### src/rtl/aes_key_schedule_ctrl.sv
// Iterative AES-128 key schedule: one KeyExpansion round function stepped ten times,
// with all eleven round keys held in a register file for the cipher core to read.

module KeyExpansion (
  input  logic [127:0] datain,
  input  logic [31:0]  cuurentkey,
  output logic [127:0] dataout
);
  localparam logic [7:0] SBOX [256] = '{
    8'h63,8'h7c,8'h77,8'h7b,8'hf2,8'h6b,8'h6f,8'hc5,8'h30,8'h01,8'h67,8'h2b,8'hfe,8'hd7,8'hab,8'h76,
    8'hca,8'h82,8'hc9,8'h7d,8'hfa,8'h59,8'h47,8'hf0,8'had,8'hd4,8'ha2,8'haf,8'h9c,8'ha4,8'h72,8'hc0,
    8'hb7,8'hfd,8'h93,8'h26,8'h36,8'h3f,8'hf7,8'hcc,8'h34,8'ha5,8'he5,8'hf1,8'h71,8'hd8,8'h31,8'h15,
    8'h04,8'hc7,8'h23,8'hc3,8'h18,8'h96,8'h05,8'h9a,8'h07,8'h12,8'h80,8'he2,8'heb,8'h27,8'hb2,8'h75,
    8'h09,8'h83,8'h2c,8'h1a,8'h1b,8'h6e,8'h5a,8'ha0,8'h52,8'h3b,8'hd6,8'hb3,8'h29,8'he3,8'h2f,8'h84,
    8'h53,8'hd1,8'h00,8'hed,8'h20,8'hfc,8'hb1,8'h5b,8'h6a,8'hcb,8'hbe,8'h39,8'h4a,8'h4c,8'h58,8'hcf,
    8'hd0,8'hef,8'haa,8'hfb,8'h43,8'h4d,8'h33,8'h85,8'h45,8'hf9,8'h02,8'h7f,8'h50,8'h3c,8'h9f,8'ha8,
    8'h51,8'ha3,8'h40,8'h8f,8'h92,8'h9d,8'h38,8'hf5,8'hbc,8'hb6,8'hda,8'h21,8'h10,8'hff,8'hf3,8'hd2,
    8'hcd,8'h0c,8'h13,8'hec,8'h5f,8'h97,8'h44,8'h17,8'hc4,8'ha7,8'h7e,8'h3d,8'h64,8'h5d,8'h19,8'h73,
    8'h60,8'h81,8'h4f,8'hdc,8'h22,8'h2a,8'h90,8'h88,8'h46,8'hee,8'hb8,8'h14,8'hde,8'h5e,8'h0b,8'hdb,
    8'he0,8'h32,8'h3a,8'h0a,8'h49,8'h06,8'h24,8'h5c,8'hc2,8'hd3,8'hac,8'h62,8'h91,8'h95,8'he4,8'h79,
    8'he7,8'hc8,8'h37,8'h6d,8'h8d,8'hd5,8'h4e,8'ha9,8'h6c,8'h56,8'hf4,8'hea,8'h65,8'h7a,8'hae,8'h08,
    8'hba,8'h78,8'h25,8'h2e,8'h1c,8'ha6,8'hb4,8'hc6,8'he8,8'hdd,8'h74,8'h1f,8'h4b,8'hbd,8'h8b,8'h8a,
    8'h70,8'h3e,8'hb5,8'h66,8'h48,8'h03,8'hf6,8'h0e,8'h61,8'h35,8'h57,8'hb9,8'h86,8'hc1,8'h1d,8'h9e,
    8'he1,8'hf8,8'h98,8'h11,8'h69,8'hd9,8'h8e,8'h94,8'h9b,8'h1e,8'h87,8'he9,8'hce,8'h55,8'h28,8'hdf,
    8'h8c,8'ha1,8'h89,8'h0d,8'hbf,8'he6,8'h42,8'h68,8'h41,8'h99,8'h2d,8'h0f,8'hb0,8'h54,8'hbb,8'h16
  };

  logic [31:0] temp, w4, w5, w6, w7;

  always_comb begin
    // SubWord(RotWord(w3)) xor Rcon
    temp = {SBOX[datain[23:16]], SBOX[datain[15:8]], SBOX[datain[7:0]], SBOX[datain[31:24]]}
           ^ cuurentkey;
    w4 = datain[127:96] ^ temp;
    w5 = datain[95:64]  ^ w4;
    w6 = datain[63:32]  ^ w5;
    w7 = datain[31:0]   ^ w6;
    dataout = {w4, w5, w6, w7};
  end
endmodule

module aes_key_schedule_ctrl #(
  parameter int NUM_ROUNDS = 10
) (
  input  logic         clk,
  input  logic         rst,
  input  logic         start,
  input  logic [127:0] key_in,
  output logic         busy,
  output logic         done,
  output logic         keys_valid,
  input  logic [3:0]   rd_round,
  output logic [127:0] rd_key,
  output logic         rd_valid
);
  typedef enum logic {IDLE, EXPAND} state_t;

  state_t       state;
  logic [127:0] rk [NUM_ROUNDS+1];
  logic [127:0] work;
  logic [127:0] dataout;
  logic [3:0]   round;
  logic [7:0]   rcon;

  KeyExpansion u_kexp (
    .datain     (work),
    .cuurentkey ({rcon, 24'h0}),
    .dataout    (dataout)
  );

  function automatic logic [7:0] xtime(input logic [7:0] v);
    return {v[6:0], 1'b0} ^ (v[7] ? 8'h1b : 8'h00);
  endfunction

  always_ff @(posedge clk) begin
    if (rst) begin
      state      <= IDLE;
      busy       <= 1'b0;
      done       <= 1'b0;
      keys_valid <= 1'b0;
      round      <= '0;
      rcon       <= '0;
      work       <= '0;
    end else begin
      done <= 1'b0;
      unique case (state)
        IDLE: begin
          if (start) begin
            rk[0]      <= key_in;
            work       <= key_in;
            round      <= 4'd1;
            rcon       <= 8'h01;
            keys_valid <= 1'b0;
            busy       <= 1'b1;
            state      <= EXPAND;
          end
        end
        EXPAND: begin
          rk[round] <= dataout;
          work      <= dataout;
          rcon      <= xtime(rcon);
          round     <= round + 4'd1;
          if (round == 4'(NUM_ROUNDS)) begin
            state      <= IDLE;
            busy       <= 1'b0;
            done       <= 1'b1;
            keys_valid <= 1'b1;
          end
        end
        default: state <= IDLE;
      endcase
    end
  end

  always_ff @(posedge clk) begin
    if (rst) begin
      rd_key   <= '0;
      rd_valid <= 1'b0;
    end else if (keys_valid && rd_round <= 4'(NUM_ROUNDS)) begin
      rd_key   <= rk[rd_round];
      rd_valid <= 1'b1;
    end else begin
      rd_key   <= '0;
      rd_valid <= 1'b0;
    end
  end
endmodule
### config.mk
export PLATFORM = sky130hd
export DESIGN_NAME = aes_key_schedule_ctrl
export DESIGN_NICKNAME = d
export VERILOG_FILES = /design/src/rtl/aes_key_schedule_ctrl.sv
export SDC_FILE = /design/constraint.sdc
export NUM_CORES = 2
export LEC_CHECK = 0
export BUFFER_PORTS_ARGS = -buffer_cell sky130_fd_sc_hd__buf_2
export CAP_MARGIN = 20
export CORE_ASPECT_RATIO = 1.4
export CORE_MARGIN = 3
export CORE_UTILIZATION = 35
export CTS_CLUSTER_SIZE = 8
export DETAILED_ROUTE_END_ITERATION = 7
export GPL_TIMING_DRIVEN = 0
export PLACE_DENSITY_LB_ADDON = 0.12
export SYNTH_ARGS = -nofsm -noshare
export SYNTH_HDL_FRONTEND = slang
export SYNTH_SLANG_ARGS = --single-unit
### constraint.sdc
create_clock -name clk -period 19.3 [get_ports clk]
set_clock_uncertainty 0.2 [all_clocks]
set_input_delay 3.86 -clock clk [delete_from_list [all_inputs] [get_ports clk]]
set_output_delay 3.86 -clock clk [all_outputs]
set_load 0.01 [all_outputs]
; Word level (Yosys, flattened, before mapping)
; Memories as Yosys holds them, arrays and structs flattened. A register that Yosys moved wholly into a read port is not among the register bits.
; Cells that the tools add are included.
; W data, S select, Z words.
[word_totals]
mem_count = 5
in_bits = 135
out_inout_bits = 132
wordCells = 74
reg_bits = 145
ram_bits = 1408
romBits = 8192
[op_classes]
n_mux = 35
bitwise = 12
n_lt_le_gt_ge = 5
n_reduce_logical = 5
eq_ne = 3
n_addsub = 1
[memory_table]
columns = memory, words, word_bits, read_ports, rd_clocked_by_memory_dff, write_ports, line
row1 = (name not given), 256, 8, 1, 0, 0, 32  ; temp = {SBOX[datain[23:16]], SBOX[datain[15:8]], SBOX[datain[7:0]], SBOX[datain[31:24]]}
row2 = (name not given), 256, 8, 1, 0, 0, 32
row3 = (name not given), 256, 8, 1, 0, 0, 32
row4 = (name not given), 256, 8, 1, 0, 0, 32
row5 = rk, 11, 128, 1, 1, 1, 59  ; logic [127:0] rk [NUM_ROUNDS+1];
[ops]
columns = operator, n
row1 = $mux W128, 2
row2 = $pmux W128 S2, 1
row3 = $xor A32 B32 Y32, 5
row4 = $reduce_or A128 Y1, 1
row5 = $mux W8, 9
row6 = $ge A9 B9 Y1 const B, 4
row7 = $not A8 Y9, 4
row8 = $pmux W8 S2, 1
row9 = $mux W1, 15
row10 = $mux W4, 2
row11 = $pmux W4 S2, 1
row12 = $xor A8 B5 Y8, 1
row13 = $pmux W1 S2, 3
row14 = $mux W5, 1
row15 = $add A4 B1 Y4 const B, 1
row16 = $eq A4 B4 Y1 const B, 1
row17 = $le A4 B4 Y1 const B, 1
row18 = $reduce_or A2 Y1, 2
row19 = $ne A2 B1 Y1 const B, 1
row20 = $ne A2 B2 Y1 const B, 1
row21 = $not A1 Y1, 2
row22 = $reduce_and A2 Y1, 1
row23 = $logic_and A1 B1 Y1, 1

; Depth between registers and ports, before layout
[depth]
word_depth = 10
mapped_depth = 16
depth_no_buf = 11

; Cells and area by module
; Synthesis repeated with hierarchy kept, for this count alone.
[hier_totals]
cells_unflattened = 6320
hier_area_um2 = 80582.3
[by_module_without_submodules]
columns = module, n_inst, area_per_inst_um2, cells_each, seq_area_each_um2
row1 = aes_key_schedule_ctrl, 1, 64625.7, 3988, 47745.8
row2 = KeyExpansion, 1, 15956.6, 2332, 0.0

; Worst setup path before layout
; No wires, ideal clock.
[synth_path]
path_kind = input -> register
from = in rst
to = mem rk[1][0], enable pin
n_path_buf = 4
slack_ps = 1301
arrival_time_ps = 16870
setup_ps = 929
stages = 6
required_ps = 18171
cell_sequence = clkbuf_1 -> nand2b_1 -> clkbuf_1 -> clkbuf_1 -> clkbuf_1 -> nor4_1
[synth_between]
elab_chain_len = 4
elab_cells_between_ends = 7
classes_between = mux (6) / reduce/logical (1)
[synth_rtl]
columns = element, line
row1 = from (decl), 46  ; input logic rst,
row2 = $mux W1, 76  ; if (rst) begin
row3 = $mux W1 (not written as such), 99  ; rk[round] <= dataout;
row4 = $reduce_or A128 Y1 (no source line), --
row5 = $mux W4 (no source line) / $mux W1 (equally long branches), --
row6 = to (decl), 59
; Several ways; a longest one is shown, not always the timed one.

; Final worst setup path
[layout_path]
from = in rd_round[0]
to = reg rd_key[79] (read register of rk)
[layout_between]
elab_chain_len = 4
[layout_rtl]
columns = element, line
row1 = from (decl), 52  ; input logic [3:0] rd_round,
row2 = $le A4 B4 Y1, 119  ; end else if (keys_valid && rd_round <= 4'(NUM_ROUNDS)) begin
row3 = $logic_and A1 B1 Y1, 119
row4 = $not A1 Y1 (no source line), --
row5 = $reduce_or A2 Y1 (no source line), --
row6 = to (decl), 53  ; output logic [127:0] rd_key,
; Several ways; a longest one is shown, not always the timed one.
; A chain may end at the register's enable or synchronous reset.

==> summary.md <==
| Metric | Value |
|---|---|
| Worst Reg2Reg Path Length in Cells | 15 |
| TritonRoute pass-1 iters | 7 |
| Synthesized net count | approximately 6.5k |
| Syn Area/Cell | between 10 and 15 sq um |
| Cell Count, Final, Fillers Out | 10.4k |
| Num Clock Sinks | 1,681 |
| Crit share post-route | 0.428 |
| Commonest non-fill, non-tap cell in the layout | edfxtp_1 |
| Longest Clk Path Bufs | 4 |
| Critical-path top delay cell | clkbuf_2 |
| Final ANT Viol Nets | 0 |
| Routed wire length | 401 mm |
| Avg WL per Cell | 38.7 microns |
| Top cell type's share of synthesized area | 0.518 |
| # resized after CTS | 0 |
| Die area | approximately 240,000 sq um |
| Area Overhead vs Synth | 19.4% |
| Worst-Skew Late Latency | about 0.89 ns |
| Setup WS pre-CTS | a little over 10 ns |
| Mux contribution to synthesized area | 0.105 |
| Synth Register Bits | 1,681 |
| Core area | 232,000 sq um |
| Worst path cell trace | clkbuf_1 > buf_2 > buf_1 > a21o_1 > nand2_1 > nand3b_1 > clkbuf_2 > clkbuf_1 > a211oi_1 |
| # port buffers | ~260 |
| CP most frequent cell | clkbuf_1 |
| WS Path Type | primary input to register |
| CTS root buf | clkbuf_16 |
| Max-slew violations | 0 |
| CTS Hold Bufs | 0 |
| Vias in the first global route | between 60k and 70k |
| Commonest register cell after synthesis | edfxtp_1 |
| CP delay by family, top | buffers and inverters |
| TritonCTS buffer count | 237 |
| Leakage | 0.0333 uW |
| Xor/xnor cell area share of the yosys netlist | 0.0246 |
| CP peak stage delay | 0.78 ns |
| Iter 0 DRT Violations | 7,354 |
| R2R Path Start | work[1] |
| Initial Util | 0.352 |
| HPWL after detailed placement | 300 mm |
| CP max FO | 10 |
| Row count | ~210 |
| Most frequent cells in the layout | edfxtp_1, clkbuf_1, a211oi_1, buf_2, nand2_1 |
| Largest net degree at the start of global routing | 25 |
| Max Clock Freq | 0.121 GHz |
| CP Buf/Inv Count | 5 |
| Tot GR Track Use | 0.326 |
| Die Y | 577 microns |
| Global-route wire length before repair | between 500 and 600 mm |
| Reg-to-Reg End | rk[10][13] |
| Slew Limit Headroom | 0.195 |
| I/O Pins | 267 |
| Synth area leader | edfxtp_1 |
| Worst Setup Start Kind | primary input |
| Cells after DPL | 9,924 |
| DR vias/cell | 6.18 |
| Fin Setup TNS | 0 ns |
| Fraction of layout cells with a size suffix above 1 | 0.195 |
| Chip width | 414 microns |
| Worst setup endpoint | rd_key[79] |
| Nets | ~7.3k |
| CP arrival | 8.61 ns |
| H-tree lvl count | 4 |
| Synth Area in Adders | 0.00975 |
| MaxCap Viol Count | 0 |
| Final Hold Fails | 0 |
| Initial antenna violation count | 33 |
| Cells after Synth | 6,338 |
| Synth area leaders | edfxtp_1, mux4_2, dfxtp_1, a211oi_1, nor2b_1 |
| Setup Buffers After CTS | 0 |
| WP depth | 9 |
| GRT Residual Overflow | 0 |
| Worst Setup Slack, final | 11.04 ns |
| Ys Warns | 0 |
| Cell Pwr Density | 128 nW/um^2 |
| Min-Delay Path Class | register to register |
| Setup violations, final | 0 |
| Mapped Area | 81,600 sq um |
| Min Tclk post-route | a little over 8 ns |
| Asr flop ratio synth | 0 |
| Worst-margin pin slew | 1.20 ns |
| Number of distinct library cells after synthesis | 103 |
| Sequential cell area fraction in the yosys report | 0.585 |
| Critical Path Sink Type | register |
| Via count | 64.0k |
| Status | finished, final reports clean |
| CTS tree | done |
| CP Data Required Time | 19.65 ns |
| CTS clock-pin slew for the worst setup and hold paths | approximately 0.05 ns |
| Max VDD drop | 0.0810 mV |
| Compound-Gate Fraction of Synth Area | 0.145 |
| Area share of and/or/nand/nor cells after synthesis | 0.0958 |
| RSZ-0062 raised after global routing | false |
| Largest family of logic cells by synthesized area | compound AO/OA/AOI/OAI gates |
| Reg2reg setup slack | 11.65 ns |
| Fillers | 22.0k |
| Critical Path Start | rd_round[0] |
| Gp weighted congestion | a little under 1 |
| Number of synthesized flops with an enable pin | ~1.4k |
| Drt drc | 0 |
-- layer usage --
metal,vias to the layer above,part of all wire,global-route usage
li1,26300,-,-
met1,33100,0.39,0.405
met2,3560,0.48,0.542
met3,998,0.072,0.0565
met4,6,0.065,0.179
met5,-,0.00010,0
-- worst min-delay path by stage --
stage                     from    endpoint  slack [ns]  cells past startpoint
detailed placement     rcon[5]     rcon[6]        0.35                      2
finish              rk[10][58]  rd_key[58]        0.35                      2
floorplan           keys_valid  keys_valid        0.29                      2
global route          work[91]    work[91]        0.39                      2
CTS                 rk[10][58]  rd_key[58]        0.35                      2
global placement       rcon[5]     rcon[6]        0.35                      2
-- flip-flops by register name, summed over array words and instances, names as in the netlist --
signal	flops
busy	1
done	1
keys_valid	1
rcon	8
rd_key	128
rd_valid	1
rk	1408
round	4
state	1
work	128
-- kinds of logic (layout without fill, tap and decap cells) --
family / after synthesis / after routing
AOI/OAI and AO/OA: 1713 / 1713
DFF: 1681 / 1681
and+or+nand+nor: 1530 / 1530
buffers and inverters: 671 / 1620
muxes: 486 / 486
xor gates and xnor gates: 193 / 193
adders and majority gates: 64 / 64
other: 0 / 9
-- report_power, final --
part | internal, uW | leakage [uW] | switching [uW]
sequential | 4170 | 0.0150 | 81.8
combinational | 1290 | 0.0152 | 3110
clock | 2290 | 0.00319 | 1540
total | 7750 | 0.0333 | 4730
-- synth_stat cells (102+ instances only) --
| cell type | instances |
|---|---|
| a211oi_1 | 517 |
| xnor2_1 | 102 |
| nor2_1 | 340 |
| a21oi_1 | 318 |
| clkbuf_1 | 362 |
| dfxtp_1 | 273 |
| nor2b_1 | 302 |
| edfxtp_1 | 1408 |
| buf_2 | 138 |
| mux4_2 | 293 |
| mux2i_1 | 176 |
| o21ai_0 | 307 |
| nand2_1 | 350 |
-- worst reg2reg max path, stage by stage, from the launching register on --
cell	delay, ns
dfxtp_1	0.94
buf_2	0.45
inv_1	0.13
clkbuf_2	0.44
ha_1	0.46
clkbuf_1	0.56
nand2b_1	0.11
clkbuf_1	0.41
and3_1	0.35
o311ai_0	0.60
o2111ai_1	0.34
o211ai_1	0.40
xnor2_1	0.29
xor2_1	0.58
xnor2_1	0.20
o21ai_1	0.88
-- layout make-up --
type,count,area [sq um],share of cell area
clock buffers,405,6610,0.0679
diodes,9,22.5,0.000231
flip-flops and latches,1681,47700,0.490
well taps,3059,3830,0.0393
repair buffers,538,4910,0.0504
multi-input cells,3986,31300,0.321
clock inverters,6,113,0.00116
plain buffers,601,2660,0.0273
inverters,70,263,0.00270
-- through the flow --
step	hold slack (ns)	area [sq um]	util	total power (uW)
after detailed placement	0.352	90500	0.391	8550
after CTS	0.349	97300	0.420	12400
after floorplan	0.293	81600	-	6560
after global routing	0.392	97400	0.420	12800
after global placement	0.346	86800	0.374	8480
final	0.354	97400	0.421	12500
(Power assumes the default switching activity.)
